--- src/rtl/display_timing_gen.sv ---
// rtl/display_timing_gen.sv - pixel timing generator; optional o_line via DISPLAY_TIMING_LINE_STROBE_EN
module display_timing_gen #(
  parameter int H_RES  = 640,
  parameter int H_FP   = 16,
  parameter int H_SYNC = 96,
  parameter int H_BP   = 48,
  parameter int V_RES  = 480,
  parameter int V_FP   = 10,
  parameter int V_SYNC = 2,
  parameter int V_BP   = 33,
  parameter bit H_POL  = 1'b0,
  parameter bit V_POL  = 1'b0
) (
  input  logic        i_pix_clk,
  input  logic        i_rst,
  input  logic        i_en,
  output logic [15:0] o_sx,
  output logic [15:0] o_sy,
  output logic        o_hs,
  output logic        o_vs,
  output logic        o_de,
  output logic        o_frame
`ifdef DISPLAY_TIMING_LINE_STROBE_EN
  ,
  output logic        o_line
`endif
);

  localparam int H_TOTAL = H_RES + H_FP + H_SYNC + H_BP;
  localparam int V_TOTAL = V_RES + V_FP + V_SYNC + V_BP;

  // Counters are 16 bits wide; larger totals cannot be represented.
  if (H_TOTAL > 65535 || V_TOTAL > 65535) begin : g_total_chk
    $error("display_timing_gen: H_TOTAL or V_TOTAL exceeds 65535");
  end

  localparam logic [15:0] H_LAST     = 16'(H_TOTAL - 1);
  localparam logic [15:0] V_LAST     = 16'(V_TOTAL - 1);
  localparam logic [15:0] H_ACT      = 16'(H_RES);
  localparam logic [15:0] V_ACT      = 16'(V_RES);
  localparam logic [15:0] H_SYNC_LO  = 16'(H_RES + H_FP);
  localparam logic [15:0] H_SYNC_HI  = 16'(H_RES + H_FP + H_SYNC);
  localparam logic [15:0] V_SYNC_LO  = 16'(V_RES + V_FP);
  localparam logic [15:0] V_SYNC_HI  = 16'(V_RES + V_FP + V_SYNC);

  logic [15:0] r_sx;
  logic [15:0] r_sy;
  logic        r_hs;
  logic        r_vs;
  logic        r_de;
  logic        r_frame;
`ifdef DISPLAY_TIMING_LINE_STROBE_EN
  logic        r_line;
`endif

  logic [15:0] w_sx_next;
  logic [15:0] w_sy_next;
  logic        w_h_wrap;
  logic        w_v_wrap;
  logic        w_hs_on;
  logic        w_vs_on;
  logic        w_de_next;
  logic        w_frame_next;

  // Next position after one step, plus the decoded flags for that new position
  always_comb begin
    w_h_wrap  = (r_sx == H_LAST);
    w_v_wrap  = (r_sy == V_LAST);
    w_sx_next = w_h_wrap ? 16'd0 : r_sx + 16'd1;
    w_sy_next = r_sy;
    if (w_h_wrap) begin
      w_sy_next = w_v_wrap ? 16'd0 : r_sy + 16'd1;
    end
    w_hs_on      = (w_sx_next >= H_SYNC_LO) && (w_sx_next < H_SYNC_HI);
    w_vs_on      = (w_sy_next >= V_SYNC_LO) && (w_sy_next < V_SYNC_HI);
    w_de_next    = (w_sx_next < H_ACT) && (w_sy_next < V_ACT);
    w_frame_next = (w_sx_next == 16'd0) && (w_sy_next == 16'd0);
  end

  // Position and all strobes register together so they always describe the same pixel
  always_ff @(posedge i_pix_clk or posedge i_rst) begin
    if (i_rst) begin
      r_sx    <= H_LAST;
      r_sy    <= V_LAST;
      r_hs    <= ~H_POL;
      r_vs    <= ~V_POL;
      r_de    <= 1'b0;
      r_frame <= 1'b0;
`ifdef DISPLAY_TIMING_LINE_STROBE_EN
      r_line  <= 1'b0;
`endif
    end else if (i_en) begin
      r_sx    <= w_sx_next;
      r_sy    <= w_sy_next;
      r_hs    <= w_hs_on ? H_POL : ~H_POL;
      r_vs    <= w_vs_on ? V_POL : ~V_POL;
      r_de    <= w_de_next;
      r_frame <= w_frame_next;
`ifdef DISPLAY_TIMING_LINE_STROBE_EN
      r_line  <= (w_sx_next == 16'd0);
`endif
    end
  end

  assign o_sx    = r_sx;
  assign o_sy    = r_sy;
  assign o_hs    = r_hs;
  assign o_vs    = r_vs;
  assign o_de    = r_de;
  assign o_frame = r_frame;
`ifdef DISPLAY_TIMING_LINE_STROBE_EN
  assign o_line  = r_line;
`endif

endmodule

--- config.mk ---
export PLATFORM = sky130hd
export DESIGN_NAME = display_timing_gen
export DESIGN_NICKNAME = d
export VERILOG_FILES = /design/src/rtl/display_timing_gen.sv
export SDC_FILE = /design/constraint.sdc
export NUM_CORES = 1
export LEC_CHECK = 0
export CAP_MARGIN = 0
export CELL_PAD_IN_SITES_DETAIL_PLACEMENT = 0
export CELL_PAD_IN_SITES_GLOBAL_PLACEMENT = 1
export CORE_AREA = 2 2 96 70
export DETAILED_ROUTE_END_ITERATION = 7
export DIE_AREA = 0 0 98 72
export GPL_TIMING_DRIVEN = 0
export PLACE_DENSITY = 0.9
export SYNTH_ARGS = -nofsm -noshare
export SYNTH_HDL_FRONTEND = slang
export SYNTH_SLANG_ARGS = --single-unit
--- constraint.sdc ---
create_clock -name i_pix_clk -period 4.5 [get_ports i_pix_clk]
set_input_delay 1.35 -clock i_pix_clk [delete_from_list [all_inputs] [get_ports i_pix_clk]]
set_output_delay 1.35 -clock i_pix_clk [all_outputs]
set_load 0.05 [all_outputs]
==> impl_metrics.ini, run 1 <==
[clocking]
clock_sinks = 36
root_buffer = sky130_fd_sc_hd__clkbuf_8
clk_pin_slew_ns = 0.07
cts-hold-fix-buffers = 0
cts_inserted_buffers = 5
cts_post_setup_buffers_inserted = 0
clockBufferDepth = 2
clock_tree.htree_level_count = 2
tritoncts = yes
postCtsResizedCells = 0
clock_latency_ns = 0.28

[logic_synthesis]
yosys_warnings = 0
synth_area_mm2 = 0.002626
post-synth-top-area-cell = sky130_fd_sc_hd__dfrtp_1
netlist_instances = 306
ys_seq_elements = 36
synth-async-reset-ratio_pct = 100.0
yosys.cell_count.top_type = sky130_fd_sc_hd__nor2_1
netlist.area_leader.share_pct = 22.87
synth_sequential_area_ratio_pct = 34.87
count_of_flip_flops_with_a_built_in_enable_after_synthesis = 0
synthFlopType = sky130_fd_sc_hd__dfrtp_1
synth.net_count = 312
netlist_top_cells_count = sky130_fd_sc_hd__nor2_1 (27), sky130_fd_sc_hd__dfrtp_1 (24), sky130_fd_sc_hd__nand2_1 (23)
synth_area_leaders = sky130_fd_sc_hd__dfrtp_1 (23%), sky130_fd_sc_hd__dfstp_2 (12%), sky130_fd_sc_hd__xnor2_1 (6.3%), sky130_fd_sc_hd__nand3_1 (4.0%), sky130_fd_sc_hd__nor2_1 (3.9%)
postSynthAreaPerCell_um2 = 8.583
synth_cell_types = 60

[sta]
fmax_mhz = 315.7
timing.max_slew.rel_slack_pct = 30.19
setup_viol = 0
finalWorstPathRequiredPeriod_ns = 3.167
slew_violations = 0
tightest_slew_ns = 1.021
finalHoldViolations = 0
worst_clock_skew_ns = 0.007576
final_min_period_over_clock_period_pct = 70.38
setup_ws_ns = 1.333
unrepaired_setup_endpoints_after_global_routing = false
finalSetupTns_ns = 0

[cells_and_area]
nFillCells = 575
antenna_cells = 0
final_net_count = 357
total_area_of_sequential_cells_um2 = 915.9
layout.cells.non_filler = 430
ratio_of_cells_with_drive_above_1_in_the_final_layout_pct = 13.07
syn_to_final_growth_pct = 21.63
multi_input_comb_area_mm2 = 0.001543

[pwr]
p_sw_mw = 0.4267
power.ir.vdd_worst_v = 0.0003352
power.internal_mw = 0.6522
seq_power_share_pct = 40.0
power_leakage_nw = 1.244
pwr_density_cell_mw_per_mm2 = 337.7
pwr-share-comb_pct = 37.6
pwr-share-clk_pct = 22.4
power.share.switching_pct = 39.55

[floorplan]
die_x_um = 98
core.rowCount = 24
floorplan.io_pins = 39
coreArea_mm2 = 0.006096
initial_core_util_pct = 43.08
die-area_mm2 = 0.007056
die_height_um = 72

[setup_path]
worstSetupStartpointType = primary input
worst-path-max-fanout = 10
endpoint_kind = flip-flop
arrival_ns = 3.34
path_class = primary input to flip-flop
critPathRequiredTime_ns = 4.68

[routing]
routed-via-count = 2500
drtIter0Drc = 307
postRouteAntennaNets = 0
detailedRoute.firstPassIterationCount = 5
viasPerCell = 5.814
route.final.wire_length_mm = 7.124
detail_route.drc_violations = 0
detail_route.wl_per_cell_um = 16.57

[flow_run]
cap_viol_max_count = 0

[placement]
detailed_place_hpwl_mm = 5.113
finalWeightedCongestion = 0.8637
dp_slack_ns = 1.194
portBuffers = 38
numPlacedInstances = 422

[grt]
global_route.usage.total_pct = 20.93
grt_remaining_overflow = 0
grt_antenna_before_repair = 0
grt_pass1_vias = 2233
largest_net_degree_at_the_start_of_global_routing = 37
global_route_wire_length_before_repair_mm = 11.83

[hold_path]
min-delay-path-class = flip-flop to flip-flop

[status]
run_status = complete, no violations
cells in the final DEF, fill, tap and decap left out, types with 6 or more instances in the layout:
cell type and count:
sky130_fd_sc_hd__clkdlybuf4s50_1 38, sky130_fd_sc_hd__nor2_1 27, sky130_fd_sc_hd__dfrtp_1 24, sky130_fd_sc_hd__nand2_1 23
sky130_fd_sc_hd__nand3_1 21, sky130_fd_sc_hd__xnor2_1 19, sky130_fd_sc_hd__o21ai_0 19, sky130_fd_sc_hd__a21oi_1 15
sky130_fd_sc_hd__nor3_1 12, sky130_fd_sc_hd__dfstp_2 12, sky130_fd_sc_hd__buf_2 11, sky130_fd_sc_hd__clkbuf_1 11
sky130_fd_sc_hd__o31ai_1 9, sky130_fd_sc_hd__nand4_1 9, sky130_fd_sc_hd__buf_4 6, sky130_fd_sc_hd__and4_1 6
sky130_fd_sc_hd__xor2_1 6, sky130_fd_sc_hd__clkbuf_8 6
flip-flops by register name, indices dropped and copies added, names as in the netlist:
register	cells
o_sy	16
o_vs	1
o_de	1
o_hs	1
o_sx	16
o_frame	1
power groups by stage:
stage	Sequential [mW]	Clock, mW	Combinational [mW]
final	0.431	0.242	0.406
after global routing	0.440	0.262	0.437
after CTS	0.431	0.247	0.407
after detailed placement	0.436	0	0.405
after global placement	0.433	0	0.403
after floorplan	0.544	0	0.180
metrics by stage:
step	power (mW)	area, um2	hold WS [ns]	util (%)
final	1.079	3194	0.5018	52.40
after floorplan	0.7239	2626	0.5925	-
after detailed placement	0.8410	3104	0.4845	50.92
after CTS	1.085	3194	0.4964	52.40
after global placement	0.8355	3104	0.4813	50.92
after global routing	1.138	3194	0.5168	52.40
path summary, 6_finish.rpt:
| check | from | to | cells after the start | slack [ns] |
|---|---|---|---|---|
| worst min-delay path | o_vs | o_vs | 2 | 0.50 |
| min in group asynchronous | i_rst | o_sx[7] | 2 | 1.53 |
| max in group asynchronous | i_rst | o_sy[4] | 2 | 2.47 |
| worst max-delay path | i_en | o_vs | 4 | 1.33 |
| worst max register to register | o_sx[0] | o_vs | 9 | 1.33 |
| worst min register to register | o_vs | o_vs | 2 | 0.50 |
logic make-up (layout without fill, tap and decap cells):
family | Yosys count | after routing | share of synthesized area, %
AND/OR/NAND/NOR | 135 | 135 | 29.87
AO/OA/AOI/OAI | 68 | 68 | 16.77
flip-flops | 36 | 36 | 34.87
buffers and inverters | 33 | 79 | 6.384
XOR/XNOR | 25 | 25 | 8.337
multiplexers | 6 | 6 | 2.334
adder cells (fa/ha/maj) | 3 | 3 | 1.429
critical path, cell delays in order:
cell	delay, ns
sky130_fd_sc_hd__clkdlybuf4s50_1	0.54
sky130_fd_sc_hd__clkinv_1	0.32
sky130_fd_sc_hd__a2111oi_0	0.96
sky130_fd_sc_hd__a31oi_1	0.18
routing by layer:
metal	global-route usage, %	vias up	share of wire, %
met5	0	-	0
met4	5.401	0	1.3
met3	3.468	10	6.0
met2	28.61	100	40
met1	33.70	1176	52
li1	-	1214	-
final cells by class:
type,count,area share [%]
multi-input cells,237,48.30
flip-flops and latches,36,28.67
repair buffers,38,11.91
plain buffers,27,4.544
well taps,78,3.055
clock buffers,8,2.820
inverters,6,0.7051
(Power assumes the default switching activity.)
==> run 2, diff against run 1 <==
CORE_AREA = 2 2 104 76   (was 2 2 96 70)
DIE_AREA = 0 0 106 78   (was 0 0 98 72)
PLACE_DENSITY = 0.82   (was 0.9)
clock period = 2.6 ns   (was 4.5 ns; I/O delays follow)
==> run 2 against run 1 <==
Net effect:
- combinational power grew 83%
- sequential power up 75%
- non-clock buffer count up 3
- critical path depth down 3
- setup slack worse by 1.3 ns
- via count is 0.12% higher
- sequential share of layout area shrank 1.1 points
- power is 78% higher
==> impl_metrics.ini, run 2 (same netlist as run 1, synthesis figures left out) <==
[routing]
detail_route.drc_violations = 0
top_signal_layer_used = met4
routed-via-count = 2503
postRouteAntennaNets = 0
drt-met1-wl_mm = 3.781
detailedRoute.firstPassIterationCount = 4
route.final.wire_length_mm = 7.478
met2_length_mm = 3.067
detail_route.wl_per_cell_um = 16.51
dr_wl_met3_um = 558
drtIter0Drc = 177
viasPerCell = 5.525

[clocking]
cts-hold-fix-buffers = 0
clockBufferDepth = 2
clock_tree.htree_level_count = 2
clock_latency_ns = 0.28
tritoncts = yes
cts_inserted_buffers = 5
clock_sinks = 36
clk_pin_slew_ns = 0.07
root_buffer = sky130_fd_sc_hd__clkbuf_8

[hold_path]
hold-path-cell-count = 2
min_delay_worst_endpoint = o_vs
hold_start = o_vs
min-delay-path-class = flip-flop to flip-flop

[grt]
global_route_wire_length_before_repair_mm = 12.44
global_route.usage.total_pct = 18.95
grt_antenna_before_repair = 0
grt_remaining_overflow = 0
largest_net_degree_at_the_start_of_global_routing = 37
grt_pass1_vias = 2325

[setup_path]
critical_path.slowest_cell = sky130_fd_sc_hd__clkdlybuf4s50_1
crit_family = buffers and inverters
arrival_ns = 1.74
endpoint_kind = output pin
r2r_cells = 9
crit-reg2reg-launch = o_sx[1]
reg2reg_to = o_frame
worst-path-max-fanout = 9
cp_slowest_stage_delay_ns = 0.84
path_class = flip-flop to output pin
reg2reg_slack_ns = 0.13
critPathRequiredTime_ns = 1.82
critical_path.n_buffers_inverters = 1
critical_path.cell_chain = clkdlybuf4s50_1
worstSetupStartpointType = flip-flop

[cells_and_area]
ratio_of_cells_with_drive_above_1_in_the_final_layout_pct = 17.46
syn_to_final_growth_pct = 26.87
antenna_cells = 0
mostFrequentLayoutCell = sky130_fd_sc_hd__clkdlybuf4s50_1
final_cell_area_mm2 = 0.003332
final_net_count = 360
final_cell_mix = sky130_fd_sc_hd__clkdlybuf4s50_1 (36), sky130_fd_sc_hd__nor2_1 (26), sky130_fd_sc_hd__nand2_1 (23), sky130_fd_sc_hd__dfrtp_1 (23), sky130_fd_sc_hd__nand3_1 (21)

[pwr]
power.ir.vdd_worst_v = 0.0006343
pwr-share-comb_pct = 38.9
pwr_density_cell_mw_per_mm2 = 574.8
pwr-share-clk_pct = 21.7
p_sw_mw = 0.7653
power.share.switching_pct = 39.96
seq_power_share_pct = 39.4
power_leakage_nw = 1.285
power.internal_mw = 1.150

[sta]
final_min_period_over_clock_period_pct = 97.08
finalHoldViolations = 0
slew_violations = 0
fmax_mhz = 396.2
setup_ws_ns = 0.07603
finalWorstPathRequiredPeriod_ns = 2.524
unrepaired_setup_endpoints_after_global_routing = true
setup_viol = 0
final.hold.worst_slack_ns = 0.4923
timing.max_slew.rel_slack_pct = 47.92
worst_clock_skew_ns = 0.003523
tightest_slew_ns = 0.7800

[floorplan]
die_height_um = 78
floorplan.io_pins = 39
die_x_um = 106
coreArea_mm2 = 0.007189
core.rowCount = 26
initial_core_util_pct = 36.53
die-area_mm2 = 0.008268

[placement]
finalWeightedCongestion = 0.8797
post_dp_cell_area_mm2 = 0.003129
dp_slack_ns = -0.3602
detailed_place_hpwl_mm = 5.367
portBuffers = 38

[flow_run]
cap_viol_max_count = 0

[status]
run_status = complete, no violations
-- run 2: per-layer routing --
layer | up-vias | track usage, %
met5 | - | 0
met3 | 9 | 4.034
met1 | 1198 | 29.95
li1 | 1216 | -
met4 | 0 | 3.421
met2 | 80 | 26.19
-- run 2: power groups by stage --
stage | combinational (mW) | clock [mW] | sequential, mW
6_report | 0.745 | 0.417 | 0.754
5_1_grt | 0.796 | 0.460 | 0.767
4_1_cts | 0.724 | 0.427 | 0.747
3_5_place_dp | 0.705 | 0 | 0.755
3_3_place_gp | 0.701 | 0 | 0.752
2_1_floorplan | 0.312 | 0 | 0.941
-- run 2: area by class of cell --
type	instances	area (um2)
repair buffers	41	402.9
flip-flops and latches	36	917.1
well taps	98	122.6
fillers	710	3857
inverters	6	26.28
clock buffers	8	90.09
multi-input cells	237	1618
plain buffers	27	155.1
-- run 2: worst max-delay path by stage --
| stage | to | startpoint | cells past startpoint | slack [ns] |
|---|---|---|---|---|
| after floorplan | o_frame | o_sx[0] | 9 | 0.11 |
| after global placement | o_vs | o_sx[0] | 9 | -0.36 |
| after detailed placement | o_vs | o_sx[0] | 9 | -0.36 |
| after CTS | o_vs | o_sx[0] | 9 | 0.02 |
| after global routing | o_frame | o_sx[1] | 9 | -0.007 |
| final | o_sy[3] | o_sy[3] | 1 | 0.08 |
-- run 2: worst min-delay path, cell delays in order, from the launching register on --
cell                      delay, ns
sky130_fd_sc_hd__dfstp_2       0.37
sky130_fd_sc_hd__nor2_1        0.07
sky130_fd_sc_hd__a31oi_1       0.04
-- run 2: what timing repair did --
| action | in CTS | in global routing |
|---|---|---|
| resized for setup | 9 | 12 |
| setup endpoints to repair | 8 | 11 |
| setup buffers | 0 | 3 |
| pin swaps | 0 | 2 |
-- run 2: through the flow --
stage	power, mW	std cells	util [%]	setup TNS (ns)
after global routing	2.023	453	46.35	-0.008607
after floorplan	1.253	306	-	0
final	1.915	453	46.35	0
after global placement	1.452	442	43.53	-0.9004
after CTS	1.898	450	45.34	0
after detailed placement	1.459	442	43.53	-0.8601
